## src/rtl/nexys4_input_ctrl_pkg.sv

```systemverilog
// Shared types and constants for the Nexys4 input controller.
package nexys4_input_pkg;

  typedef enum logic [1:0] {
    IDLE,
    ARMING,
    PRESSED,
    RELEASING
  } debounce_state_t;

  localparam int unsigned DEBOUNCE_CNT_W = 16;

  localparam int unsigned BTN_CAPTURE = 0;
  localparam int unsigned BTN_NEXT    = 1;

endpackage

```

## src/rtl/nexys4_input_ctrl_button_debounce.sv

```systemverilog
// Two-flop synchroniser plus debounce FSM for one active-high push button.
// Emits a single registered press_event per accepted press.
module button_debounce
  import nexys4_input_pkg::*;
#(
  parameter int unsigned DEBOUNCE_CYCLES = 50
) (
  input  logic clk,
  input  logic rst_n,
  input  logic btn_async,
  output logic pressed_level,
  output logic press_event
);

  localparam logic [DEBOUNCE_CNT_W-1:0] CNT_MAX = DEBOUNCE_CYCLES[DEBOUNCE_CNT_W-1:0];

  logic                      meta_q, meta_d;
  logic                      sync_q, sync_d;
  debounce_state_t           state_q, state_d;
  logic [DEBOUNCE_CNT_W-1:0] cnt_q, cnt_d;
  logic                      event_q, event_d;

  // State register with synchronous active-low reset.
  always_ff @(posedge clk) begin
    if (!rst_n) begin
      meta_q  <= 1'b0;
      sync_q  <= 1'b0;
      state_q <= IDLE;
      cnt_q   <= '0;
      event_q <= 1'b0;
    end else begin
      meta_q  <= meta_d;
      sync_q  <= sync_d;
      state_q <= state_d;
      cnt_q   <= cnt_d;
      event_q <= event_d;
    end
  end

  // Next-state logic: count consecutive stable samples; counter never exceeds CNT_MAX.
  always_comb begin
    meta_d  = btn_async;
    sync_d  = meta_q;
    state_d = state_q;
    cnt_d   = cnt_q;
    event_d = 1'b0;
    case (state_q)
      IDLE: begin
        if (sync_q) begin
          state_d = ARMING;
          cnt_d   = 16'd1;
        end
      end
      ARMING: begin
        if (cnt_q >= CNT_MAX) begin
          state_d = PRESSED;
          cnt_d   = '0;
          event_d = 1'b1;
        end else if (!sync_q) begin
          state_d = IDLE;
          cnt_d   = '0;
        end else begin
          cnt_d = cnt_q + 16'd1;
        end
      end
      PRESSED: begin
        if (!sync_q) begin
          state_d = RELEASING;
          cnt_d   = 16'd1;
        end
      end
      RELEASING: begin
        if (sync_q) begin
          state_d = PRESSED;
          cnt_d   = '0;
        end else if (cnt_q >= CNT_MAX) begin
          state_d = IDLE;
          cnt_d   = '0;
        end else begin
          cnt_d = cnt_q + 16'd1;
        end
      end
      default: begin
        state_d = IDLE;
        cnt_d   = '0;
      end
    endcase
  end

  assign pressed_level = (state_q == PRESSED) || (state_q == RELEASING);
  assign press_event   = event_q;

endmodule

```

## src/rtl/nexys4_input_ctrl.sv

```systemverilog
// Nexys4 input controller: debounced buttons, switch capture with ready/ack
// handshake, next-request flag and sticky overrun flag.
module nexys4_input_ctrl
  import nexys4_input_pkg::*;
#(
  parameter int unsigned DEBOUNCE_CYCLES = 50
) (
  input  logic        Clock,
  input  logic        nReset,
  input  logic [15:0] Switches,
  input  logic [1:0]  Buttons,
  output logic [15:0] SwitchData,
  output logic        DataReady,
  input  logic        DataAck,
  output logic        NextRequest,
  input  logic        NextAck,
  output logic        Overrun,
  input  logic        ClearOverrun
);

  logic [1:0] btn_event;
  logic [1:0] btn_level;

  button_debounce #(.DEBOUNCE_CYCLES(DEBOUNCE_CYCLES)) u_btn_capture (
    .clk          (Clock),
    .rst_n        (nReset),
    .btn_async    (Buttons[BTN_CAPTURE]),
    .pressed_level(btn_level[BTN_CAPTURE]),
    .press_event  (btn_event[BTN_CAPTURE])
  );

  button_debounce #(.DEBOUNCE_CYCLES(DEBOUNCE_CYCLES)) u_btn_next (
    .clk          (Clock),
    .rst_n        (nReset),
    .btn_async    (Buttons[BTN_NEXT]),
    .pressed_level(btn_level[BTN_NEXT]),
    .press_event  (btn_event[BTN_NEXT])
  );

  // An event only counts while its debouncer reports the pressed level.
  logic cap_event, next_event;
  assign cap_event  = btn_event[BTN_CAPTURE] & btn_level[BTN_CAPTURE];
  assign next_event = btn_event[BTN_NEXT] & btn_level[BTN_NEXT];

  logic [15:0] sw_meta_q, sw_meta_d;
  logic [15:0] sw_sync_q, sw_sync_d;
  logic [15:0] sw_align_q, sw_align_d;
  logic [15:0] data_q, data_d;
  logic        ready_q, ready_d;
  logic        next_q, next_d;
  logic        ovr_q, ovr_d;

  // Handshake, capture and synchroniser registers.
  always_ff @(posedge Clock) begin
    if (!nReset) begin
      sw_meta_q  <= '0;
      sw_sync_q  <= '0;
      sw_align_q <= '0;
      data_q     <= '0;
      ready_q    <= 1'b0;
      next_q     <= 1'b0;
      ovr_q      <= 1'b0;
    end else begin
      sw_meta_q  <= sw_meta_d;
      sw_sync_q  <= sw_sync_d;
      sw_align_q <= sw_align_d;
      data_q     <= data_d;
      ready_q    <= ready_d;
      next_q     <= next_d;
      ovr_q      <= ovr_d;
    end
  end

  // Capture/flag logic. sw_align_q delays the synchronised switches by one
  // cycle so the value loaded matches the registered press event timing.
  always_comb begin
    logic ovr_set;
    sw_meta_d  = Switches;
    sw_sync_d  = sw_meta_q;
    sw_align_d = sw_sync_q;
    data_d     = data_q;
    ready_d    = ready_q & ~DataAck;
    ovr_set    = 1'b0;
    if (cap_event) begin
      if (!ready_q || DataAck) begin
        data_d  = sw_align_q;
        ready_d = 1'b1;
      end else begin
        ovr_set = 1'b1;
      end
    end
    ovr_d  = ovr_set | (ovr_q & ~ClearOverrun);
    next_d = next_event | (next_q & ~NextAck);
  end

  assign SwitchData  = data_q;
  assign DataReady   = ready_q;
  assign NextRequest = next_q;
  assign Overrun     = ovr_q;

endmodule

```

## config.mk

```make
export PLATFORM = sky130hd
export DESIGN_NAME = nexys4_input_ctrl
export DESIGN_NICKNAME = d
export VERILOG_FILES = /design/src/rtl/nexys4_input_ctrl_pkg.sv /design/src/rtl/nexys4_input_ctrl_button_debounce.sv /design/src/rtl/nexys4_input_ctrl.sv
export SDC_FILE = /design/constraint.sdc
export NUM_CORES = 1
export LEC_CHECK = 0
export ABC_CLOCK_PERIOD_IN_PS = 2300
export CORE_MARGIN = 4
export CORE_UTILIZATION = 40
export DETAILED_ROUTE_END_ITERATION = 8
export GPL_ROUTABILITY_DRIVEN = 0
export PLACE_DENSITY_LB_ADDON = 0.3
export RECOVER_POWER = 50
export REMOVE_ABC_BUFFERS = 1
export SETUP_SLACK_MARGIN = 0.1
export SLEW_MARGIN = 25
export SYNTH_ARGS = -nofsm -noshare
export SYNTH_HDL_FRONTEND = slang
export SYNTH_HIERARCHICAL = 1
export SYNTH_SLANG_ARGS = --single-unit
```

## constraint.sdc

```tcl
create_clock -name Clock -period 2.3 [get_ports Clock]
set_input_delay 0.69 -clock Clock [delete_from_list [all_inputs] [get_ports Clock]]
set_output_delay 0.69 -clock Clock [all_outputs]
set_load 0.02 [all_outputs]
```

Word-level counts from Yosys, hierarchy flattened
Index checks and enable logic that the tools add are counted.
Widths: inputs -> output; s select.
{"block": "totals", "inputBits": 23, "regBits": 109, "word_cells": 92, "output_inout_bits": 19}
{"block": "classes", "order_cmp": 2, "muxes": 34, "n_eq_ne": 14, "add_sub_neg": 2, "n_reduce_logical": 13, "bitwise": 10}
{"op": "$mux 16", "n": 12}
{"op": "$pmux 16 s4", "n": 2}
{"op": "$add 16x1->16 const B", "n": 2}
{"op": "$ge 16x6->1 const B", "n": 2}
{"op": "$mux 2", "n": 12}
{"op": "$pmux 2 s4", "n": 2}
{"op": "$reduce_and 2->1", "n": 5}
{"op": "$eq 2x2->1 const B", "n": 4}
{"op": "$reduce_and 4->1", "n": 2}
{"op": "$mux 1", "n": 6}
{"op": "$ne 3x1->1 const B", "n": 2}
{"op": "$ne 3x3->1 const B", "n": 2}
{"op": "$and 1x1->1", "n": 5}
{"op": "$eq 2x1->1 const B", "n": 2}
{"op": "$logic_not 2->1", "n": 2}
{"op": "$ne 2x1->1 const B", "n": 2}
{"op": "$ne 2x2->1 const B", "n": 2}
{"op": "$logic_or 1x1->1", "n": 3}
{"op": "$not 1->1", "n": 3}
{"op": "$or 1x1->1", "n": 2}
{"op": "$logic_not 1->1", "n": 1}

Depth between registers and ports, before layout
{"block": "depth", "ltp_word": 5, "mapped_depth": 7, "mapped_depth_nobuf": 7}

Hierarchy
Netlist, hierarchy kept.
{"mod": "nexys4_input_ctrl", "area_per_inst_um2": 2072.0, "cells_each": 184, "seq_area_each_um2": 1341.3, "n_inst": 1}
{"mod": "button_debounce", "area_per_inst_um2": 800.8, "cells_each": 84, "seq_area_each_um2": 420.4, "n_inst": 2}

Least setup slack after synthesis
Ideal clock, no wire load.
{"block": "synth_timing", "path_type": "register to register", "start": "register u_btn_capture.cnt_q[15]", "end": "register u_btn_capture.cnt_q[1]", "synth_period_minus_slack_ns": 1.614, "setup_time_ns": 0.059, "path_stages_with_launch": 5, "t_arrival_ns": 1.555, "path_slack_ns": 0.686, "n_path_buf": 0, "t_required_ns": 2.241, "path_cell_list": "dfxtp_1 -> or4_4 -> or3_4 -> o31ai_1 -> and2_1"}
{"block": "synth_between", "elab_chain_len": 4, "word_cells_on_any_way": 5, "classes_between": "1 x order compare; 4 x mux"}
{"item": "start, declared", "line_no": "nexys4_input_ctrl_button_debounce.sv:20", "text": "logic [DEBOUNCE_CNT_W-1:0] cnt_q, cnt_d;"}
{"item": "start signal, assigned", "line_no": "nexys4_input_ctrl_button_debounce.sv:35", "text": "cnt_q <= cnt_d;"}
{"item": "$ge 16x6->1 *", "line_no": "nexys4_input_ctrl_button_debounce.sv:55, nexys4_input_ctrl_button_debounce.sv:76"}
{"item": "$mux 16", "line_no": "nexys4_input_ctrl_button_debounce.sv:76", "text": "end else if (cnt_q >= CNT_MAX) begin"}
{"item": "$mux 16", "line_no": "nexys4_input_ctrl_button_debounce.sv:73", "text": "if (sync_q) begin"}
{"item": "$pmux 16 s4 *", "line_no": "nexys4_input_ctrl_button_debounce.sv:47", "text": "case (state_q)"}
Every way passes the cells marked *; elsewhere a longest branch is shown, timed or not.
A chain may end at the register's enable or synchronous reset.

Final worst setup path
{"block": "layout_timing", "start": "register data_q[3] (netlist: SwitchData[3])", "end": "output SwitchData[3]"}
{"item": "start, declared", "line_no": "nexys4_input_ctrl.sv:48", "text": "logic [15:0] data_q, data_d;"}
{"item": "start signal, assigned", "line_no": "nexys4_input_ctrl.sv:67", "text": "data_q <= data_d;"}
{"item": "end, declared", "line_no": "nexys4_input_ctrl.sv:12", "text": "output logic [15:0] SwitchData,"}
No word-level cell between the ends.

==> impl_results.html <==
<table>
<tr><th>Metric</th><th>Value</th></tr>
<tr><th colspan="2">Drt</th></tr>
<tr><td>Routed WL per cell</td><td>10.6 µm</td></tr>
<tr><td>Detailed-route via count</td><td>2,297</td></tr>
<tr><td>Drt pass-1 iters</td><td>4</td></tr>
<tr><td>Detailed Route WL</td><td>5380 µm</td></tr>
<tr><td>Drt first-iter violations</td><td>33</td></tr>
<tr><td>Detailed-route vias per instance</td><td>4.53</td></tr>
<tr><td>DRC errors left</td><td>0</td></tr>
<tr><td>Remaining antenna violation count</td><td>0</td></tr>
<tr><th colspan="2">CTS</th></tr>
<tr><td>Sink count of the clock tree</td><td>109</td></tr>
<tr><td>Number of CTS-inserted buffers</td><td>9</td></tr>
<tr><td>CTS Hold Bufs</td><td>0</td></tr>
<tr><td>Worst skew pair latency</td><td>0.36 ns</td></tr>
<tr><td>Post-CTS repair timing setup buffer count</td><td>0</td></tr>
<tr><td>Level count of the clock H-tree</td><td>3</td></tr>
<tr><td>Post-CTS resize count</td><td>0</td></tr>
<tr><td>CTS Root Buffer Type</td><td>sky130_fd_sc_hd__clkbuf_8</td></tr>
<tr><td>Clock Pin Slew Worst Setup and Hold Paths</td><td>0.10 ns</td></tr>
<tr><td>Max clock buf depth</td><td>2</td></tr>
<tr><td>CTS tree</td><td>done</td></tr>
<tr><th colspan="2">Timing</th></tr>
<tr><td>Clock Skews</td><td>0.0106 ns</td></tr>
<tr><td>Maximum clock frequency</td><td>0.495 GHz</td></tr>
<tr><td>Worst path setup slack after routing</td><td>0.279 ns</td></tr>
<tr><td>Min Hold Slack</td><td>0.432 ns</td></tr>
<tr><td>Hold violation total from the final report</td><td>0</td></tr>
<tr><td>Setup repair after global routing missed its margin</td><td>no</td></tr>
<tr><td>Worst slew margin</td><td>51.5%</td></tr>
<tr><td>Final critical path time including I/O delays and setup</td><td>2.02 ns</td></tr>
<tr><td>Finish-stage setup viols</td><td>0</td></tr>
<tr><td>Max-slew violation count</td><td>0</td></tr>
<tr><td>Aggregate negative setup slack</td><td>0 ns</td></tr>
<tr><td>Part of the cycle the worst path needs</td><td>87.9%</td></tr>
<tr><td>Pin slew with the least headroom to its limit</td><td>0.728 ns</td></tr>
<tr><th colspan="2">Power</th></tr>
<tr><td>Total power divided by cell area</td><td>713 mW/mm²</td></tr>
<tr><td>LEAKAGE</td><td>0.00169 µW</td></tr>
<tr><td>Maximum ir drop on the vdd rail</td><td>0.000314 V</td></tr>
<tr><th colspan="2">Global routing</th></tr>
<tr><td>Via count of the first global-routing pass</td><td>2,138</td></tr>
<tr><td>Gr ovfl total</td><td>0</td></tr>
<tr><td>Global-route wire length before repair</td><td>9650 µm</td></tr>
<tr><td>Global-route usage over all layers</td><td>10.8%</td></tr>
<tr><td>Pin count of the biggest net entering global routing</td><td>53</td></tr>
<tr><td>Antenna violations before repair</td><td>0</td></tr>
<tr><th colspan="2">Setup path</th></tr>
<tr><td>Critical Path End Type</td><td>output pin</td></tr>
<tr><td>Worst reg2reg path endpoint</td><td>u_btn_capture/cnt_q[5]</td></tr>
<tr><td>Cell at the slowest stage of the critical path</td><td>sky130_fd_sc_hd__clkdlybuf4s50_1</td></tr>
<tr><td>Cell-by-cell trace of the critical path</td><td>clkdlybuf4s50_1</td></tr>
<tr><td>Critical path's top delay family</td><td>buffers and inverters</td></tr>
<tr><td>Setup slack, reg-to-reg</td><td>0.49 ns</td></tr>
<tr><td>Crit path from</td><td>SwitchData[3]</td></tr>
<tr><td>Data arrival at the endpoint of the critical path</td><td>1.33 ns</td></tr>
<tr><td>Setup crit start kind</td><td>flip-flop</td></tr>
<tr><td>Worst path depth</td><td>1</td></tr>
<tr><td>Crit Path Class</td><td>flip-flop to output pin</td></tr>
<tr><td>Maximum cell stage delay along the critical path</td><td>0.62 ns</td></tr>
<tr><td>Buffer and inverter count on the worst path</td><td>1</td></tr>
<tr><td>Data required, critical path</td><td>1.61 ns</td></tr>
<tr><td>Worst setup path end</td><td>SwitchData[3]</td></tr>
<tr><td>Worst reg2reg path startpoint</td><td>u_btn_capture/cnt_q[0]</td></tr>
<tr><td>Maximum net fanout on the critical path</td><td>2</td></tr>
<tr><td>Number of cells on the worst reg-to-reg path</td><td>7</td></tr>
<tr><th colspan="2">Floorplan</th></tr>
<tr><td>Starting Density</td><td>41.5%</td></tr>
<tr><td>Die Ht</td><td>104 µm</td></tr>
<tr><td>Die width</td><td>104 µm</td></tr>
<tr><td>Core Footprint</td><td>0.00885 mm²</td></tr>
<tr><td>Die Area</td><td>0.0108 mm²</td></tr>
<tr><td>Row cnt</td><td>34</td></tr>
<tr><td>Count of pins on the block boundary</td><td>42</td></tr>
<tr><th colspan="2">Logic synthesis</th></tr>
<tr><td>Synth Instances</td><td>352</td></tr>
<tr><td>Count of yosys warnings during synthesis</td><td>6</td></tr>
<tr><td>Number of synthesized register bits</td><td>109</td></tr>
<tr><td>Synth top area cells</td><td>sky130_fd_sc_hd__dfxtp_1 59%, sky130_fd_sc_hd__and2_1 12%, sky130_fd_sc_hd__nand2_1 5.6%</td></tr>
<tr><td>Seq/Total Area, Yosys</td><td>59.4%</td></tr>
<tr><td>Share of the synthesized area in the top cell type</td><td>59.4%</td></tr>
<tr><td>Share of flip-flops with an asynchronous set or reset after synthesis</td><td>0%</td></tr>
<tr><td>Post-synthesis instance area</td><td>0.00367 mm²</td></tr>
<tr><td>Post-synthesis area per instance</td><td>10.4 µm²</td></tr>
<tr><td>Number of enable flip-flop cells after synthesis</td><td>0</td></tr>
<tr><td>Top flip-flop cell by instance count after synthesis</td><td>sky130_fd_sc_hd__dfxtp_1</td></tr>
<tr><td>Number of different library cells in the post-synthesis netlist</td><td>35</td></tr>
<tr><td>Most area-hungry cell type in the Yosys netlist</td><td>sky130_fd_sc_hd__dfxtp_1</td></tr>
<tr><th colspan="2">Cells and area</th></tr>
<tr><td>Leading cell type in the layout, fill and taps excluded</td><td>sky130_fd_sc_hd__dfxtp_1</td></tr>
<tr><td># diodes</td><td>0</td></tr>
<tr><td>Most used cells in the layout excluding fill and tap cells</td><td>109 x sky130_fd_sc_hd__dfxtp_1, 55 x sky130_fd_sc_hd__nand2_1, 53 x sky130_fd_sc_hd__and2_1</td></tr>
<tr><td>Nets</td><td>421</td></tr>
<tr><td>Area added between synthesis and finish</td><td>17.8%</td></tr>
<tr><td>Number of non-filler instances in the completed layout</td><td>507</td></tr>
<tr><td>Share of layout cells above drive strength 1</td><td>7.27%</td></tr>
<tr><th colspan="2">Place</th></tr>
<tr><td>I/O Buffers</td><td>41</td></tr>
<tr><td>Placed instance count</td><td>491</td></tr>
<tr><td>Worst slack at placement</td><td>0.378 ns</td></tr>
<tr><td>Detailed placement HPWL</td><td>3660 µm</td></tr>
<tr><th colspan="2">Min path</th></tr>
<tr><td>Hold Crit Depth</td><td>1</td></tr>
<tr><td>Worst hold-check path type</td><td>flip-flop to flip-flop</td></tr>
<tr><th colspan="2">Outcome</th></tr>
<tr><td>Outcome</td><td>complete, no violations</td></tr>
<tr><th colspan="2">Run</th></tr>
<tr><td>Reported max-cap violation count</td><td>0</td></tr>
</table>
## state kept, by name, summed over array words and instances, names as in the netlist
register / count
DataReady: 1
NextRequest: 1
Overrun: 1
SwitchData: 16
sw_align_d: 16
sw_align_q: 16
sw_meta_q: 16
u_btn_capture/cnt_q: 16
u_btn_capture/meta_q: 1
u_btn_capture/press_event: 1
u_btn_capture/state_q: 2
u_btn_capture/sync_q: 1
u_btn_next/cnt_q: 16
u_btn_next/meta_q: 1
u_btn_next/press_event: 1
u_btn_next/state_q: 2
u_btn_next/sync_q: 1
## metal layers
metal | wire (µm) | up-vias | share of wire [%] | GRT usage, %
li1 | - | 1231 | - | -
met1 | 2590 | 1030 | 48 | 13.1
met2 | 2450 | 29 | 45 | 17.2
met3 | 264 | 7 | 4.9 | 5.10
met4 | 72 | 0 | 1.3 | 3.23
met5 | 0 | - | 0 | 0
## worst min path at each step
stage                    from        endpoint  slack (ns)
2_1_floorplan   sw_meta_q[12]  sw_align_d[12]        0.41
3_3_place_gp   sw_align_d[10]  sw_align_q[10]        0.41
3_5_place_dp    sw_meta_q[12]  sw_align_d[12]        0.42
4_1_cts         sw_meta_q[12]  sw_align_d[12]        0.43
5_1_grt         sw_meta_q[12]  sw_align_d[12]        0.44
6_report        sw_meta_q[12]  sw_align_d[12]        0.43
## per-stage QoR
step / power [µW] / instance area, µm² / util (%)
after floorplan: 2020 / 3590 / -
after global placement: 2090 / 4190 / 47.4
after detailed placement: 2100 / 4190 / 47.4
after CTS: 3150 / 4370 / 49.4
after global routing: 3230 / 4330 / 48.9
final: 3090 / 4330 / 48.9
## area by class of cell
type / instances / area [µm²]
Inverter: 5 / 18.8
Clock buffer: 10 / 128
Tap cell: 108 / 135
Sequential cell: 109 / 2180
Timing Repair Buffer: 46 / 430
Fill cell: 840 / 4520
Clock inverter: 6 / 53.8
Multi-Input combinational cell: 223 / 1380
## Yosys cell counts, drive strengths merged, types with 5 or more instances
master  number
dfxtp      109
and2        69
nand2       56
mux2i       16
nor2        14
nand3       10
clkbuf       9
and3         8
buf          6
nor4         6
inv          5
nor2b        5
## cell families after synthesis
group,count (synthesis),share of synthesized area [%]
AO/OA/AOI/OAI,25,4.80
XOR/XNOR,2,0.477
adder cells (fa/ha/maj),4,1.36
buffers and inverters,20,2.83
flip-flops,109,59.4
multiplexers,16,4.36
AND/OR/NAND/NOR,176,26.8
## power by group
group / internal, µW / switching [µW]
Combinational: 58.8 / 49.4
Clock: 416 / 627
Sequential: 1930 / 10.8
Power figures use the tool's default switching activity.
